`src/rtl/mem_rr_scheduler.sv`:
```
// Four-port round-robin arbiter with burst lock in front of a single-port SRAM.
// Latency: grant/SRAM command same cycle (combinational); read data 1 cycle after accept.
// Backpressure: requesters hold rd/wr level until their accept strobe; one accept per cycle.
module mem_rr_scheduler #(
  parameter int ADDR_WIDTH = 10,
  parameter int DATA_WIDTH = 32,
  parameter int MAX_BURST  = 4
) (
  input  logic                  clk,
  input  logic                  rst_b,
  input  logic                  mem_rd0_i,
  input  logic                  mem_rd1_i,
  input  logic                  mem_rd2_i,
  input  logic                  mem_rd3_i,
  input  logic                  mem_wr0_i,
  input  logic                  mem_wr1_i,
  input  logic                  mem_wr2_i,
  input  logic                  mem_wr3_i,
  input  logic                  mem_lock0_i,
  input  logic                  mem_lock1_i,
  input  logic                  mem_lock2_i,
  input  logic                  mem_lock3_i,
  input  logic [ADDR_WIDTH-1:0] mem_addr0_i,
  input  logic [ADDR_WIDTH-1:0] mem_addr1_i,
  input  logic [ADDR_WIDTH-1:0] mem_addr2_i,
  input  logic [ADDR_WIDTH-1:0] mem_addr3_i,
  input  logic [DATA_WIDTH-1:0] mem_d4wt0_i,
  input  logic [DATA_WIDTH-1:0] mem_d4wt1_i,
  input  logic [DATA_WIDTH-1:0] mem_d4wt2_i,
  input  logic [DATA_WIDTH-1:0] mem_d4wt3_i,
  output logic                  mem_accept0_o,
  output logic                  mem_accept1_o,
  output logic                  mem_accept2_o,
  output logic                  mem_accept3_o,
  output logic                  mem_rdvalid0_o,
  output logic                  mem_rdvalid1_o,
  output logic                  mem_rdvalid2_o,
  output logic                  mem_rdvalid3_o,
  output logic [DATA_WIDTH-1:0] mem_d4rd0_o,
  output logic [DATA_WIDTH-1:0] mem_d4rd1_o,
  output logic [DATA_WIDTH-1:0] mem_d4rd2_o,
  output logic [DATA_WIDTH-1:0] mem_d4rd3_o,
  output logic                  mem_rd_o,
  output logic                  mem_wr_o,
  output logic [ADDR_WIDTH-1:0] mem_addr_o,
  output logic [DATA_WIDTH-1:0] mem_d4wt_o,
  input  logic [DATA_WIDTH-1:0] mem_d4rd_i
);

  // Last burst count value at which a locked port may still keep the pointer.
  localparam logic [3:0] LP_BURST_LAST = 4'(MAX_BURST - 1);

  logic [1:0] r_rr_ptr;
  logic [3:0] r_burst_cnt;
  logic [3:0] r_rd_pend;

  logic [3:0]            w_rd;
  logic [3:0]            w_wr;
  logic [3:0]            w_lock;
  logic [3:0]            w_req;
  logic [ADDR_WIDTH-1:0] w_addr [4];
  logic [DATA_WIDTH-1:0] w_wdat [4];
  logic                  w_gnt_vld;
  logic [1:0]            w_gnt_idx;
  logic [3:0]            w_gnt_oh;
  logic                  w_gnt_wr;
  logic                  w_gnt_rd;

  assign w_rd   = {mem_rd3_i, mem_rd2_i, mem_rd1_i, mem_rd0_i};
  assign w_wr   = {mem_wr3_i, mem_wr2_i, mem_wr1_i, mem_wr0_i};
  assign w_lock = {mem_lock3_i, mem_lock2_i, mem_lock1_i, mem_lock0_i};
  assign w_req  = w_rd | w_wr;

  assign w_addr[0] = mem_addr0_i;
  assign w_addr[1] = mem_addr1_i;
  assign w_addr[2] = mem_addr2_i;
  assign w_addr[3] = mem_addr3_i;
  assign w_wdat[0] = mem_d4wt0_i;
  assign w_wdat[1] = mem_d4wt1_i;
  assign w_wdat[2] = mem_d4wt2_i;
  assign w_wdat[3] = mem_d4wt3_i;

  // Rotating search from r_rr_ptr; scanning farthest-first lets the nearest requester win.
  always_comb begin
    w_gnt_vld = 1'b0;
    w_gnt_idx = r_rr_ptr;
    for (int i = 3; i >= 0; i--) begin
      if (w_req[r_rr_ptr + 2'(i)]) begin
        w_gnt_vld = 1'b1;
        w_gnt_idx = r_rr_ptr + 2'(i);
      end
    end
  end

  // Write wins over read on the same port; the read stays pending at the requester.
  assign w_gnt_oh = w_gnt_vld ? (4'b0001 << w_gnt_idx) : 4'b0000;
  assign w_gnt_wr = w_gnt_vld & w_wr[w_gnt_idx];
  assign w_gnt_rd = w_gnt_vld & ~w_wr[w_gnt_idx];

  assign mem_accept0_o = w_gnt_oh[0];
  assign mem_accept1_o = w_gnt_oh[1];
  assign mem_accept2_o = w_gnt_oh[2];
  assign mem_accept3_o = w_gnt_oh[3];

  assign mem_wr_o   = w_gnt_wr;
  assign mem_rd_o   = w_gnt_rd;
  assign mem_addr_o = w_gnt_vld ? w_addr[w_gnt_idx] : '0;
  assign mem_d4wt_o = w_gnt_wr ? w_wdat[w_gnt_idx] : '0;

  // Pointer/burst update and read-return tag capture.
  always_ff @(posedge clk or negedge rst_b) begin
    if (!rst_b) begin
      r_rr_ptr    <= 2'd0;
      r_burst_cnt <= 4'd0;
      r_rd_pend   <= 4'd0;
    end else begin
      r_rd_pend <= w_gnt_rd ? w_gnt_oh : 4'd0;
      if (!w_gnt_vld) begin
        r_burst_cnt <= 4'd0;
      end else if (w_lock[w_gnt_idx] && (r_burst_cnt < LP_BURST_LAST)) begin
        r_rr_ptr    <= w_gnt_idx;
        r_burst_cnt <= r_burst_cnt + 4'd1;
      end else begin
        r_rr_ptr    <= w_gnt_idx + 2'd1;
        r_burst_cnt <= 4'd0;
      end
    end
  end

  assign mem_rdvalid0_o = r_rd_pend[0];
  assign mem_rdvalid1_o = r_rd_pend[1];
  assign mem_rdvalid2_o = r_rd_pend[2];
  assign mem_rdvalid3_o = r_rd_pend[3];

  assign mem_d4rd0_o = r_rd_pend[0] ? mem_d4rd_i : '0;
  assign mem_d4rd1_o = r_rd_pend[1] ? mem_d4rd_i : '0;
  assign mem_d4rd2_o = r_rd_pend[2] ? mem_d4rd_i : '0;
  assign mem_d4rd3_o = r_rd_pend[3] ? mem_d4rd_i : '0;

endmodule
```
`config.mk`:
```
export PLATFORM = sky130hd
export DESIGN_NAME = mem_rr_scheduler
export DESIGN_NICKNAME = d
export VERILOG_FILES = /design/src/rtl/mem_rr_scheduler.sv
export SDC_FILE = /design/constraint.sdc
export NUM_CORES = 1
export LEC_CHECK = 0
export ABC_AREA = 0
export ABC_CLOCK_PERIOD_IN_PS = 2900
export CAP_MARGIN = 20
export CORE_AREA = 2 2 153 155
export CTS_CLUSTER_DIAMETER = 80
export CTS_CLUSTER_SIZE = 20
export DETAILED_ROUTE_END_ITERATION = 10
export DIE_AREA = 0 0 155 157
export PLACE_DENSITY_LB_ADDON = 0.3
export SYNTH_ARGS = -nofsm -noshare
export SYNTH_HDL_FRONTEND = slang
export SYNTH_SLANG_ARGS = --single-unit
export TNS_END_PERCENT = 10
```
`constraint.sdc`:
```
create_clock -name clk -period 2.9 [get_ports clk]
set_clock_uncertainty 0.05 [all_clocks]
set_input_delay 0.58 -clock clk [delete_from_list [all_inputs] [get_ports clk]]
set_output_delay 0.58 -clock clk [all_outputs]
set_load 0.05 [all_outputs]
```
### Word-level counts from Yosys, hierarchy flattened

Index checks and enable logic that the tools add are counted.
W data, S select, Z words.

* register bits after elaboration: 10
* output and inout port bits: 180
* bits of input ports: 214
* logic and storage cells: 59

* reduce and logical (&&, ||, !) cells: 1
* $lt $le $gt $ge: 7
* $add $sub $neg: 5
* shift operators: 1
* multiplexer cells: 37
* bitwise operators: 5

Operator list (number)
* $mux W32: 7
* $bmux W32 S2: 1
* $mux W10: 3
* $bmux W10 S2: 1
* $mux W4: 4
* $lt A2 B3 Y1 const B: 5
* $bmux W1 S2: 6
* $mux W1: 10
* $mux W2: 5
* $add A2 B1 Y2 const B: 2
* $add A2 B2 Y2 const B: 2
* $add A4 B1 Y4 const B: 1
* $lt A4 B2 Y1 const B: 1
* $or A4 B4 Y4: 1
* $shl A1 B2 Y4 const A: 1
* $ge A3 B3 Y1 const B: 1
* $not A2 Y3: 1
* $and A1 B1 Y1: 2
* $logic_and A1 B1 Y1: 1
* $not A1 Y1: 1

### Logic depth before layout (Yosys ltp)

* depth after elaboration: 12
* depth in mapped cells: 9
* mapped depth without buffers: 7

### Worst setup path after synthesis

Ideal clock, no wire load.

* path kind: in2out
* start: input port mem_rd1_i
* end: output port mem_d4wt_o[10]
* setup slack: -0.239 ns
* required time: 2.270 ns
* cell stages on the path: 6
* arrival: 2.509 ns
* path buffers: 1
* cells stage by stage: nor4_4 a2111oi_4 nor3_4 buf_2 mux4_2 and3_1

* longest elaborated chain between the ends: 12
* elaborated cells on any way between the ends: 25
* those cells by class: 22 x mux; 3 x bitwise

RTL lines
* start: declaration: line 12 `input logic mem_rd1_i,`
* $or A4 B4 Y4 (*): line 72 `assign w_req = w_rd | w_wr;`
* $bmux W1 S2: line 88 `if (w_req[r_rr_ptr + 2'(i)]) begin`
* $mux W1 (not written as such): line 88
* $mux W2 (4 in series): line 88
* $not A2 Y3 (not written as such): line 108 `assign mem_d4wt_o = w_gnt_wr ? w_wdat[w_gnt_idx] : '0;`
* $bmux W32 S2: line 108
* $mux W32 (not written as such) (2 in series): line 108
* $mux W32 (*): line 108
* end: declaration: line 46 `output logic [DATA_WIDTH-1:0] mem_d4wt_o,`

Every way passes the cells marked *; elsewhere a longest branch is shown, timed or not. The select of a mux whose other input is x is not followed.

### Worst setup path after layout

* start: input port mem_wr1_i
* end: output port mem_d4wt_o[8]

* longest elaborated chain between the ends: 12
* elaborated cells on any way between the ends: 25
* those cells by class: 22 x mux; 3 x bitwise

RTL lines
* start: declaration: line 16 `input logic mem_wr1_i,`
* $or A4 B4 Y4: line 72
* $bmux W1 S2: line 88
* $mux W1 (not written as such): line 88
* $mux W2 (4 in series): line 88
* $not A2 Y3 (not written as such): line 108
* $bmux W32 S2: line 108
* $mux W32 (not written as such) (2 in series): line 108
* $mux W32 (*): line 108

Marks and branches as above.

==> results.json <==
{
  "fin_setup_tns_ps": -13840,
  "cp-startpoint": "mem_wr1_i",
  "cp-endpoint": "mem_d4wt_o[8]",
  "place_inst": 996,
  "grt_pass1_wl_um": 24910,
  "ys_seq_area_frac": 0.08850,
  "r2r_setup_slack_ps": 550,
  "routed_wl_um": 17330,
  "fin_crit_ps": 3246,
  "grt_pass1_vias": 4426,
  "synthFlopType": "dfrtp_1",
  "n_antenna_cell": 0,
  "via_per_inst": 4.000,
  "cts_tree": "built",
  "final_common_cell": "clkdlybuf4s50_1",
  "cap_violations": 0,
  "die_y_um": 157,
  "drive_gt1_frac": 0.4769,
  "placed_area_mm2": 0.007069,
  "drc": 0,
  "firstDrtPassIters": 4,
  "p_total_mw": 10.01,
  "gp_congestion": 0.7734,
  "cp.required_ps": 2270,
  "grt_max_degree": 33,
  "die_area_mm2": 0.02434,
  "timing.final.ws_setup_ps": -346.4,
  "hold_viol": 0,
  "drt_iter0_markers": 121,
  "holdCritPathClass": "reg2reg",
  "clkSinkCount": 10,
  "clk_pin_slew_ps": 40,
  "use_met2": 0.2980,
  "worstRegToRegCells": 10,
  "clockRootBuffer": "clkbuf_16",
  "synth_top_area_frac": 0.3345,
  "post-place-ws_ps": -831.4,
  "vdd_drop_max_uv": 410.6,
  "synth_area_mm2": 0.002828,
  "fin_area_mm2": 0.007935,
  "io_buffers": 393,
  "instances_no_fill": 1021,
  "rows": 55,
  "avgSynthCellArea_um2": 9.151,
  "synth_cell_types": 31,
  "startpoint_type": "primary input",
  "path_class": "in2out",
  "vias": 4084,
  "synth_cells": 309,
  "die_width_um": 155,
  "finalNetCount": 956,
  "synth_seq_cells": 10,
  "final_cell_mix": "clkdlybuf4s50_1, buf_4, and2_1",
  "cts_buffer_depth": 2,
  "dp_hpwl_um": 14790,
  "leakage_nw": 3.508,
  "max_freq_mhz": 308.0,
  "cts_max_level": 1,
  "ant_nets": 0,
  "async_flop_share": 1.000,
  "rsz0062_at_grt": "true",
  "final_util": 0.3526,
  "clk_latency_ps": 230,
  "drv_slew": 0,
  "start_util": 0.1257,
  "antenna_found_initial": 0,
  "worst_pin_slew_ps": 544.4,
  "track_usage": 0.1329,
  "busiest_layer": "met2",
  "path_max_fanout": 8,
  "routedWlPerCell_um": 16.97,
  "fin_hold_ws_ps": 385.4,
  "fp.coreArea_mm2": 0.02250,
  "pin_count": 394,
  "synthTopCellsByArea": "mux4_2, and2_1, dfrtp_1",
  "power_density_mw_per_mm2": 1261,
  "timing.final.crit_share": 1.119,
  "violations": "negative setup slack",
  "cts_buffers": 3,
  "use_met3": 0.03387,
  "grt-ovfl-total": 0,
  "r2r_start": "r_rr_ptr[1]$_DFFE_PN0P_",
  "crit_path_end_kind": "output port",
  "cp.arrival_ps": 2620,
  "synth_largest_area_cell": "mux4_2",
  "synth_edf_count": 0,
  "syn_to_final_growth_pct": 180.6,
  "use_met1": 0.1108,
  "setup_viol": 48,
  "timing.slew.headroom": 0.6360,
  "synth_warnings": 0,
  "status": "finished with violations",
  "r2r-end": "r_burst_cnt[0]$_DFF_PN0_"
}
-- worst min-delay path by stage --
stage | depth (start not counted) | slack [ps] | from | to
after global routing | 1 | 410 | r_burst_cnt[0]$_DFF_PN0_ | r_burst_cnt[0]$_DFF_PN0_
after detailed placement | 1 | 390 | r_burst_cnt[0]$_DFF_PN0_ | r_burst_cnt[0]$_DFF_PN0_
after CTS | 1 | 400 | r_burst_cnt[0]$_DFF_PN0_ | r_burst_cnt[0]$_DFF_PN0_
after global placement | 1 | 390 | r_burst_cnt[0]$_DFF_PN0_ | r_burst_cnt[0]$_DFF_PN0_
after floorplan | 0 | 230 | rst_b | r_burst_cnt[0]$_DFF_PN0_
final | 1 | 390 | r_burst_cnt[0]$_DFF_PN0_ | r_burst_cnt[0]$_DFF_PN0_
-- cell families (layout without fill, tap and decap cells) --
logic type | count (synthesis) | count (layout) | synth area share
and+or+nand+nor | 200 | 200 | 0.4412
muxes | 47 | 47 | 0.3522
buffers and inverters | 34 | 460 | 0.05663
AOI/OAI and AO/OA | 12 | 12 | 0.03806
DFF | 10 | 10 | 0.08850
adders and majority gates | 5 | 5 | 0.02212
other | 1 | 2 | 0.001326
-- power by group --
| part | total, mW | switching [mW] | internal, mW |
|---|---|---|---|
| logic | 9.52 | 5.28 | 4.24 |
| registers | 0.221 | 0.0353 | 0.186 |
| clock network | 0.267 | 0.0602 | 0.207 |
-- sequential cells by signal, indices dropped and copies added, names as in the netlist --
register / flops
r_rd_pend: 4
r_burst_cnt: 4
r_rr_ptr: 2
-- repair_timing --
item / in CTS / in global routing
buffers inserted: 12 / 3
hold buffers: 0 / 0
gates resized for setup: 142 / 20
setup endpoints to repair: 50 / 48
gates cloned: 7 / 1
pin swaps: 11 / 4
-- final cells by class --
type | instances | area [µm²]
Clock buffer | 4 | 88.84
Fill cell | 2371 | 14570
Inverter | 4 | 17.52
Multi-Input combinational cell | 266 | 2654
Sequential cell | 10 | 250.2
Tap cell | 285 | 356.6
Timing Repair Buffer | 452 | 4568
-- routing by layer --
layer	vias to the layer above	wire [µm]
met5	-	0
met4	0	396
met3	16	1694
met2	250	10210
met1	1861	5031
li1	1957	-
-- worst max-delay path, stage by stage --
cell	delay, ps
buf_6	100
nor4_4	270
buf_4	150
nor3_2	50
nor3_4	260
buf_12	190
buf_12	140
mux4_2	490
and3_2	230
buf_6	150
-- Yosys cell counts (all sizes together), types with 3 or more instances --
cell type  instances
and2             147
mux4              42
and3              32
clkbuf            18
buf               12
dfrtp             10
nor2               6
ha                 5
mux2i              5
nand2              5
inv                4
a21oi              3
nor3               3
Power figures use the tool's default switching activity.
